$ cat config.mk
export PLATFORM = sky130hd
export DESIGN_NAME = instr_sequencer
export DESIGN_NICKNAME = d
export VERILOG_FILES = /design/src/rtl/instr_sequencer.sv
export SDC_FILE = /design/constraint.sdc
export NUM_CORES = 1
export LEC_CHECK = 0
export CORE_MARGIN = 10
export CORE_UTILIZATION = 37
export CTS_CLUSTER_SIZE = 16
export DETAILED_ROUTE_END_ITERATION = 16
export HOLD_SLACK_MARGIN = 0.02
export PLACE_DENSITY = 0.77
export REMOVE_ABC_BUFFERS = 1
export SLEW_MARGIN = 20
export SYNTH_ARGS = -nofsm -noshare
export SYNTH_HDL_FRONTEND = slang
export SYNTH_SLANG_ARGS = --single-unit
$ cat constraint.sdc
create_clock -name clk -period 1.61 [get_ports clk]
set_input_delay 0.161 -clock clk [delete_from_list [all_inputs] [get_ports clk]]
set_output_delay 0.161 -clock clk [all_outputs]
set_load 0.01 [all_outputs]
$ cat src/rtl/instr_sequencer.sv
// SAP-1 instruction register and T-state sequencer with a Moore control word.
// Optional SEQ_EARLY_END_EN: each instruction returns to T1 after its last active state.
module instr_sequencer (
    input  logic       clk,
    input  logic       rst,
    input  logic [7:0] bus,
    output logic [7:0] ir_out,
    output logic [3:0] opcode,
    output logic [2:0] tstate,
    output logic       pc_en,
    output logic       pc_inc,
    output logic       mar_load,
    output logic       mem_en,
    output logic       ir_load,
    output logic       ir_en,
    output logic       a_load,
    output logic       a_en,
    output logic       b_load,
    output logic       alu_en,
    output logic       alu_sub,
    output logic       out_load,
    output logic       hlt
);

    localparam logic [2:0] T1   = 3'd0;
    localparam logic [2:0] T2   = 3'd1;
    localparam logic [2:0] T3   = 3'd2;
    localparam logic [2:0] T4   = 3'd3;
    localparam logic [2:0] T5   = 3'd4;
    localparam logic [2:0] T6   = 3'd5;
    localparam logic [2:0] HALT = 3'd6;

    localparam logic [3:0] OP_LDA = 4'h0;
    localparam logic [3:0] OP_ADD = 4'h1;
    localparam logic [3:0] OP_SUB = 4'h2;
    localparam logic [3:0] OP_OUT = 4'hE;
    localparam logic [3:0] OP_HLT = 4'hF;

    logic [2:0] r_state;
    logic [2:0] w_next;
    logic [7:0] r_ir;
    logic [3:0] w_op;
    logic       w_t4_last;
    logic       w_t5_last;

    assign w_op   = r_ir[7:4];
    assign opcode = w_op;
    assign tstate = r_state;
    assign ir_out = {4'b0000, r_ir[3:0]};

`ifdef SEQ_EARLY_END_EN
    logic w_nop;
    assign w_nop = (w_op != OP_LDA) && (w_op != OP_ADD) &&
                   (w_op != OP_SUB) && (w_op != OP_OUT) &&
                   (w_op != OP_HLT);
    assign w_t4_last = (w_op == OP_OUT) || w_nop;
    assign w_t5_last = (w_op == OP_LDA);
`else
    assign w_t4_last = 1'b0;
    assign w_t5_last = 1'b0;
`endif

    // Timing ring: step through T-states, HLT parks in HALT.
    always_comb begin
        w_next = T1;
        case (r_state)
            T1:      w_next = T2;
            T2:      w_next = T3;
            T3:      w_next = T4;
            T4: begin
                if (w_op == OP_HLT)
                    w_next = HALT;
                else if (w_t4_last)
                    w_next = T1;
                else
                    w_next = T5;
            end
            T5:      w_next = w_t5_last ? T1 : T6;
            T6:      w_next = T1;
            HALT:    w_next = HALT;
            default: w_next = T1;
        endcase
    end

    // State register.
    always_ff @(posedge clk or negedge rst) begin
        if (!rst)
            r_state <= T1;
        else
            r_state <= w_next;
    end

    // Instruction register: captures the bus only while ir_load is high.
    always_ff @(posedge clk or negedge rst) begin
        if (!rst)
            r_ir <= 8'h00;
        else if (ir_load)
            r_ir <= bus;
    end

    // Moore control word decoded from state and opcode.
    always_comb begin
        pc_en    = 1'b0;
        pc_inc   = 1'b0;
        mar_load = 1'b0;
        mem_en   = 1'b0;
        ir_load  = 1'b0;
        ir_en    = 1'b0;
        a_load   = 1'b0;
        a_en     = 1'b0;
        b_load   = 1'b0;
        alu_en   = 1'b0;
        alu_sub  = 1'b0;
        out_load = 1'b0;
        hlt      = 1'b0;
        case (r_state)
            T1: begin
                pc_en    = 1'b1;
                mar_load = 1'b1;
            end
            T2: pc_inc = 1'b1;
            T3: begin
                mem_en  = 1'b1;
                ir_load = 1'b1;
            end
            T4: begin
                case (w_op)
                    OP_LDA, OP_ADD, OP_SUB: begin
                        ir_en    = 1'b1;
                        mar_load = 1'b1;
                    end
                    OP_OUT: begin
                        a_en     = 1'b1;
                        out_load = 1'b1;
                    end
                    OP_HLT:  hlt = 1'b1;
                    default: ;
                endcase
            end
            T5: begin
                case (w_op)
                    OP_LDA: begin
                        mem_en = 1'b1;
                        a_load = 1'b1;
                    end
                    OP_ADD, OP_SUB: begin
                        mem_en = 1'b1;
                        b_load = 1'b1;
                    end
                    default: ;
                endcase
            end
            T6: begin
                if (w_op == OP_ADD || w_op == OP_SUB) begin
                    alu_en  = 1'b1;
                    a_load  = 1'b1;
                    alu_sub = (w_op == OP_SUB);
                end
            end
            HALT:    hlt = 1'b1;
            default: ;
        endcase
    end

endmodule

==> results.md, run 1 <==
| Quantity | Value |
|:---|:---|
| Bufs on Longest Clock Path | 2 |
| Gate count of the mapped netlist | 67 |
| H-tree level count | 1 |
| Pin slew with the least headroom to its limit | 0.509 ns |
| Clk Latency, worst-skew pair | 0.28 ns |
| Area used by sequential logic in the layout | 279 µm² |
| Wire length of the first global-routing pass | 3880 µm |
| Total power | 2.59 mW |
| Port Buffer Count | 33 |
| ANT nets after route | 0 |
| Area growth from synthesis to final layout | 73.3% |
| Clk Tree Root Cell | sky130_fd_sc_hd__clkbuf_4 |
| Clock-pin slew reported for the worst setup and hold paths after clock tree synthesis | 0.07 ns |
| Count of warnings emitted by yosys | 0 |
| Endpoints failing setup | 4 |
| Via count of the first global-routing pass | 802 |
| Worst min-delay path class | in -> async |
| CP startpoint kind | flop |
| Crit path arrival time | 1.50 ns |
| Layout cells sized above 1 | 0.467 |
| Gr ovfl total | 0 |
| Detailed Place HPWL | 1800 µm |
| Time the final worst path needs with I/O delays and setup | 1.66 ns |
| Number of antenna violations at the first check in global routing | 0 |
| Total routing usage reported by global routing | 0.124 |
| Starting utilization of the core area | 0.392 |
| Peak fanout along the critical path | 3 |
| CP Data Required Time | 1.45 ns |
| Routability cong. | 0.746 |
| Skew final | 0.00674 ns |
| Cts-stage hold buffer count | 0 |
| Number of buffers created by CTS | 3 |
| Placed standard-cell area | 1100 µm² |
| CP Capture Type | primary output |
| Detailed Route Iter0 Violations | 5 |
| Setup slack after layout | -0.0536 ns |
| Top-level port count | 38 |
| Proportion of synthesized flip-flops having asynchronous set or reset | 1.00 |
| Area inside the core boundary | 1750 µm² |
| Critical Setup Path Class | reg -> out |
| Final Routed Wirelength | 2410 µm |
| Flip-flop and latch count after synthesis | 11 |
| Setup slack at placement | -0.170 ns |
| Area occupied by multi-input gates | 378 µm² |
| Worst rel slew slack | 0.659 |
| Final Slew Violations | 0 |
| Area of all placed cells without fillers | 1190 µm² |
| Achievable frequency | 601 MHz |
| Final period util | 1.03 |
| TritonCTS clock tree | built |
| Final-report hold violation count | 0 |
| Synth Flop Type | sky130_fd_sc_hd__dfrtp_1 |
| Worst vdd ir | 0.00132 V |
| Power per cell area | 2180 nW/µm² |
| Floorplan row count | 15 |
| Y dimension of the die | 63.0 µm |
| Result of the run | complete, but fails checks |
| Clk sinks | 11 |
| Final routed wire length divided by cell count | 16.6 µm |
| Pin count of the biggest net entering global routing | 14 |
| Synthesized area per cell | 10.2 µm² |
| RSZ-0062 raised after global routing | true |
| Total via count in the routed design | 691 |
| MaxCap Viol Count | 0 |
| Final standard cell utilization of the core | 0.680 |
| Fillers | 146 |
| Fin nets | 131 |
| Via/cell ratio | 4.77 |
| Static leakage | 0.582 nW |
| Overall die width | 63.0 µm |
| Ant. Diodes | 0 |
| Die area | 3970 µm² |
| Post-detailed-route DRC marker count | 0 |
| Count of different cell masters after synthesis | 27 |
| Number of optimization iterations in the first detailed-route pass | 4 |
| Number of flops mapped to enable cells by yosys | 0 |
| Post-synthesis instance area | 684 µm² |
| Violations in the final reports | setup timing |
| Seq/Total Area, Yosys | 0.402 |
## final timing paths
| check | from | end | slack [ns] | cells after the start |
|---|---|---|---|---|
| worst max register to register | tstate[0] | r_ir[3] | 0.11 | 4 |
| worst min-delay path | rst | r_ir[4] | 0.21 | 1 |
| max in group asynchronous | rst | tstate[1] | 1.02 | 1 |
| worst max-delay path | r_ir[5] | mem_en | -0.05 | 5 |
| min in group clk | bus[5] | r_ir[5] | 0.43 | 3 |
| worst min register to register | tstate[1] | tstate[0] | 0.53 | 1 |
## placed cells by master, fill, tap and decap left out, types with 2 or more instances in the layout
master	synthesis	routed
sky130_fd_sc_hd__dlygate4sd2_1	0	3
sky130_fd_sc_hd__nand3b_1	3	3
sky130_fd_sc_hd__buf_6	1	5
sky130_fd_sc_hd__conb_1	1	4
sky130_fd_sc_hd__nor2_1	5	4
sky130_fd_sc_hd__mux2_4	7	7
sky130_fd_sc_hd__a21oi_1	3	2
sky130_fd_sc_hd__dfrtp_2	0	3
sky130_fd_sc_hd__buf_4	6	18
sky130_fd_sc_hd__clkdlybuf4s50_1	0	17
sky130_fd_sc_hd__nand2_1	6	6
sky130_fd_sc_hd__xor2_1	2	2
sky130_fd_sc_hd__buf_2	3	9
sky130_fd_sc_hd__nand2b_1	3	3
sky130_fd_sc_hd__clkbuf_4	0	3
sky130_fd_sc_hd__dfrtp_1	11	8
sky130_fd_sc_hd__dlymetal6s2s_1	0	2
sky130_fd_sc_hd__clkbuf_2	0	2
## timing repair
action	CTS	global route
endpoints found under the setup margin	15	14
pin swaps	4	7
resized for setup	50	15
setup buffers	8	1
## registers in the layout (all words and copies together) (netlist names)
signal,flops
r_ir,8
tstate,3
## routing by layer
metal  vias up  share of wire  track usage
met4         0          0.012       0.0587
met2        38           0.52        0.221
met3         4          0.088       0.0573
li1        323              -            -
met5         -              0            0
met1       326           0.38        0.117
## power by group
| group | switching [mW] | internal, mW | total [mW] |
|---|---|---|---|
| clock network | 0.102 | 0.0963 | 0.198 |
| logic | 0.751 | 1.05 | 1.80 |
| registers | 0.156 | 0.429 | 0.585 |
| total | 1.01 | 1.58 | 2.59 |
## cell usage after synthesis (2+ instances only)
library cell,n,area (µm²)
sky130_fd_sc_hd__dfrtp_1,11,275
sky130_fd_sc_hd__mux2_4,7,105
sky130_fd_sc_hd__buf_4,6,45.0
sky130_fd_sc_hd__nand2_1,6,22.5
sky130_fd_sc_hd__nor2_1,5,18.8
sky130_fd_sc_hd__a21oi_1,3,15.0
sky130_fd_sc_hd__buf_2,3,15.0
sky130_fd_sc_hd__nand2b_1,3,18.8
sky130_fd_sc_hd__nand3b_1,3,22.5
sky130_fd_sc_hd__nand3_1,2,10.0
sky130_fd_sc_hd__xor2_1,2,17.5
## worst max-delay path: stages, from the launching register on
cell and delay [ns]:
sky130_fd_sc_hd__dfrtp_1 0.42, sky130_fd_sc_hd__a211oi_2 0.28, sky130_fd_sc_hd__buf_4 0.16, sky130_fd_sc_hd__nand3b_1 0.07
sky130_fd_sc_hd__a21oi_1 0.14, sky130_fd_sc_hd__buf_2 0.15
## cells by family (layout without fill, tap and decap cells)
logic type / Yosys count / after routing / synth area share
simple gates: 27 / 27 / 0.225
mux: 7 / 7 / 0.154
other cells: 1 / 4 / 0.00548
flops: 11 / 11 / 0.402
compound gates: 8 / 8 / 0.0786
buf+inv: 11 / 61 / 0.110
xor+xnor: 2 / 2 / 0.0256
## stage by stage
stage                     hold slack [ns]  instances  TNS (ns)
after global placement              0.498        133    -0.429
final                               0.214        145    -0.108
after detailed placement            0.501        133    -0.862
after floorplan                    -0.135         60    -0.924
after global routing                0.255        145    -0.599
after CTS                           0.227        145    -0.306
## layout make-up
type                    count  share of cell area
well taps                  25              0.0264
multi-input cells          48               0.319
inverters                   1             0.00316
clock buffers               4              0.0222
repair buffers             56               0.395
flip-flops and latches     11               0.235
(Power assumes the default switching activity.)
==> inputs of run 2 (changes only) <==
Settings changed: CELL_PAD_IN_SITES_DETAIL_PLACEMENT from default to 0, CELL_PAD_IN_SITES_GLOBAL_PLACEMENT from default to 1, CORE_UTILIZATION 37 to 27, PLACE_DENSITY 0.77 to default, PLACE_DENSITY_LB_ADDON from default to 0.1.
==> run 2 against run 1 <==
Clock power is 9% lower. Non-clock buffer count is 4 lower. Critical path depth is 1 higher. Largest power group unchanged. First-iteration DRC count grew to 4.4 times the previous value. The run now ends clean. Utilization is 22 points lower. Total power is 8.1% lower. Global-route usage is 4.5 points lower.
==> results.md, run 2 (synthesis results as in run 1) <==
| Quantity | Value | vs previous |
|:---|:---|:---|
| Final Routed Wirelength | 1920 µm | was 2410 µm |
| Final-report hold violation count | 0 | unchanged |
| Starting utilization of the core area | 0.279 | was 0.392 |
| Port Buffer Count | 33 | unchanged |
| Largest register FFs | 8 | unchanged |
| Peak fanout along the critical path | 4 | was 3 |
| Ant. Diodes | 0 | unchanged |
| Via/cell ratio | 4.32 | was 4.77 |
| Number of optimization iterations in the first detailed-route pass | 4 | unchanged |
| Power per cell area | 2090 nW/µm² | was 2180 nW/µm² |
| Static leakage | 0.526 nW | was 0.582 nW |
| Detailed Route Iter0 Violations | 22 | was 5 |
| Highest-count cells in the layout ignoring fill and taps | sky130_fd_sc_hd__clkdlybuf4s50_1 (18), sky130_fd_sc_hd__buf_4 (17), sky130_fd_sc_hd__mux2_4 (7), sky130_fd_sc_hd__buf_2 (7), sky130_fd_sc_hd__dfrtp_1 (7) | was sky130_fd_sc_hd__buf_4 (18), sky130_fd_sc_hd__clkdlybuf4s50_1 (17), sky130_fd_sc_hd__buf_2 (9) |
| Post-layout instance count excluding filler cells | 146 | was 145 |
| Bufs on Longest Clock Path | 2 | unchanged |
| MaxCap Viol Count | 0 | unchanged |
| Clock-pin slew reported for the worst setup and hold paths after clock tree synthesis | 0.07 ns | about the same |
| Fillers | 264 | was 146 |
| Placed cells | 140 | was 133 |
| Top-level port count | 38 | unchanged |
| Via count of the first global-routing pass | 715 | was 802 |
| Number of antenna violations at the first check in global routing | 0 | unchanged |
| Clk Tree Root Cell | sky130_fd_sc_hd__clkbuf_4 | unchanged |
| Area occupied by multi-input gates | 365 µm² | was 378 µm² |
| Number of buffers created by CTS | 3 | unchanged |
| Area growth from synthesis to final layout | 66.0% | was 73.3% |
| RSZ-0062 raised after global routing | true | unchanged |
| Setup slack at placement | -0.104 ns | was -0.170 ns |
| Worst vdd ir | 0.00112 V | was 0.00132 V |
| Final routed wire length divided by cell count | 13.2 µm | was 16.6 µm |
| H-tree level count | 1 | unchanged |
| Crit path arrival time | 1.39 ns | was 1.50 ns |
| Routability cong. | 0.723 | was 0.746 |
| Final Slew Violations | 0 | unchanged |
| Area used by sequential logic in the layout | 280 µm² | was 279 µm² |
| Area inside the core boundary | 2450 µm² | was 1750 µm² |
| Fin nets | 127 | was 131 |
| Pin count of the biggest net entering global routing | 12 | was 14 |
| Critical Setup Path Class | reg -> out | unchanged |
| Y dimension of the die | 70.3 µm | was 63.0 µm |
| Result of the run | complete, no violations | was complete, but fails checks |
| Time the final worst path needs with I/O delays and setup | 1.55 ns | was 1.66 ns |
| Worst min-delay path class | in -> async | unchanged |
| Skew final | 0.00312 ns | was 0.00674 ns |
| CP startpoint kind | flop | unchanged |
| Endpoints failing setup | 0 | was 4 |
| TritonCTS clock tree | built | unchanged |
| Die area | 4950 µm² | was 3970 µm² |
| Overall die width | 70.3 µm | was 63.0 µm |
| Total routing usage reported by global routing | 0.0788 | was 0.124 |
| Gr ovfl total | 0 | unchanged |
| Layout cells sized above 1 | 0.431 | was 0.467 |
| Achievable frequency | 645 MHz | was 601 MHz |
| Post-detailed-route DRC marker count | 0 | unchanged |
| Clk sinks | 11 | unchanged |
| Register with the most flip-flops | r_ir | unchanged |
| Clk Latency, worst-skew pair | 0.26 ns | was 0.28 ns |
| Leading cell type in the layout, fill and taps excluded | sky130_fd_sc_hd__clkdlybuf4s50_1 | was sky130_fd_sc_hd__buf_4 |
| Floorplan row count | 18 | was 15 |
| Total via count in the routed design | 631 | was 691 |
| Setup slack after layout | 0.0605 ns | was -0.0536 ns |
| Wire length of the first global-routing pass | 3290 µm | was 3880 µm |
| Detailed Place HPWL | 1560 µm | was 1800 µm |
| CP Capture Type | primary output | unchanged |
| ANT nets after route | 0 | unchanged |
| Final period util | 0.962 | was 1.03 |
| Cts-stage hold buffer count | 0 | unchanged |
| CP Data Required Time | 1.45 ns | about the same |
==> run 2: changes by cell type in the layout (fill, tap and decap cells not counted), sizes merged <==
cell	change
buf	-6
clkbuf	+2
clkdlybuf4s15	+2
clkdlybuf4s50	+1
dlygate4sd2	-1
dlymetal6s2s	-2
==> run 2: where the power goes <==
part	internal, mW	leakage (nW)	switching, mW
Sequential	0.432	0.126	0.169
Combinational	0.963	0.385	0.635
Clock	0.0956	0.0150	0.0841
==> run 2: final timing paths <==
kind / start / endpoint / slack, ns / cells after the start
max reg2reg: tstate[0] / r_ir[4] / 0.12 / 4
min reg2reg: r_ir[3] / r_ir[3] / 0.52 / 1
max: r_ir[4] / b_load / 0.06 / 6
min in group clk: bus[5] / r_ir[5] / 0.44 / 3
min: rst / r_ir[1] / 0.23 / 1
max in group asynchronous: rst / tstate[1] / 1.03 / 1
==> run 2: timing repair <==
item	4_1_cts	5_1_grt
setup endpoints to repair	13	12
setup buffers	2	0
gates resized for setup	43	14
pin swaps	3	1
==> run 2: critical path, cell delays in order (launching register included) <==
cell	delay, ns
sky130_fd_sc_hd__dfrtp_1	0.42
sky130_fd_sc_hd__buf_6	0.13
sky130_fd_sc_hd__buf_6	0.11
sky130_fd_sc_hd__xor2_1	0.14
sky130_fd_sc_hd__nand3_1	0.11
sky130_fd_sc_hd__nor2_1	0.09
sky130_fd_sc_hd__buf_2	0.13
==> run 2: cell type report <==
type / count / share of cell area
well taps: 30 / 0.0330
multi-input cells: 48 / 0.322
repair buffers: 52 / 0.372
clock buffers: 4 / 0.0231
flip-flops and latches: 11 / 0.247
inverters: 1 / 0.00330
==> run 2: metal layers <==
layer | global-route usage | share of wire
met1 | 0.0777 | 0.41
met2 | 0.131 | 0.47
met3 | 0.0424 | 0.11
met4 | 0.0395 | 0.0083
met5 | 0 | 0
==> run 2: stage by stage <==
stage / setup TNS [ns] / total power, mW / util / hold slack [ns] / cell area [µm²]
global route: -0.0686 / 2.59 / 0.463 / 0.268 / 1140
floorplan: -0.924 / 1.28 / - / -0.135 / 624
global placement: -0.393 / 2.20 / 0.456 / 0.499 / 1120
CTS: 0 / 2.42 / 0.469 / 0.243 / 1150
finish: 0 / 2.38 / 0.463 / 0.228 / 1140
detailed placement: -0.555 / 2.21 / 0.456 / 0.491 / 1120
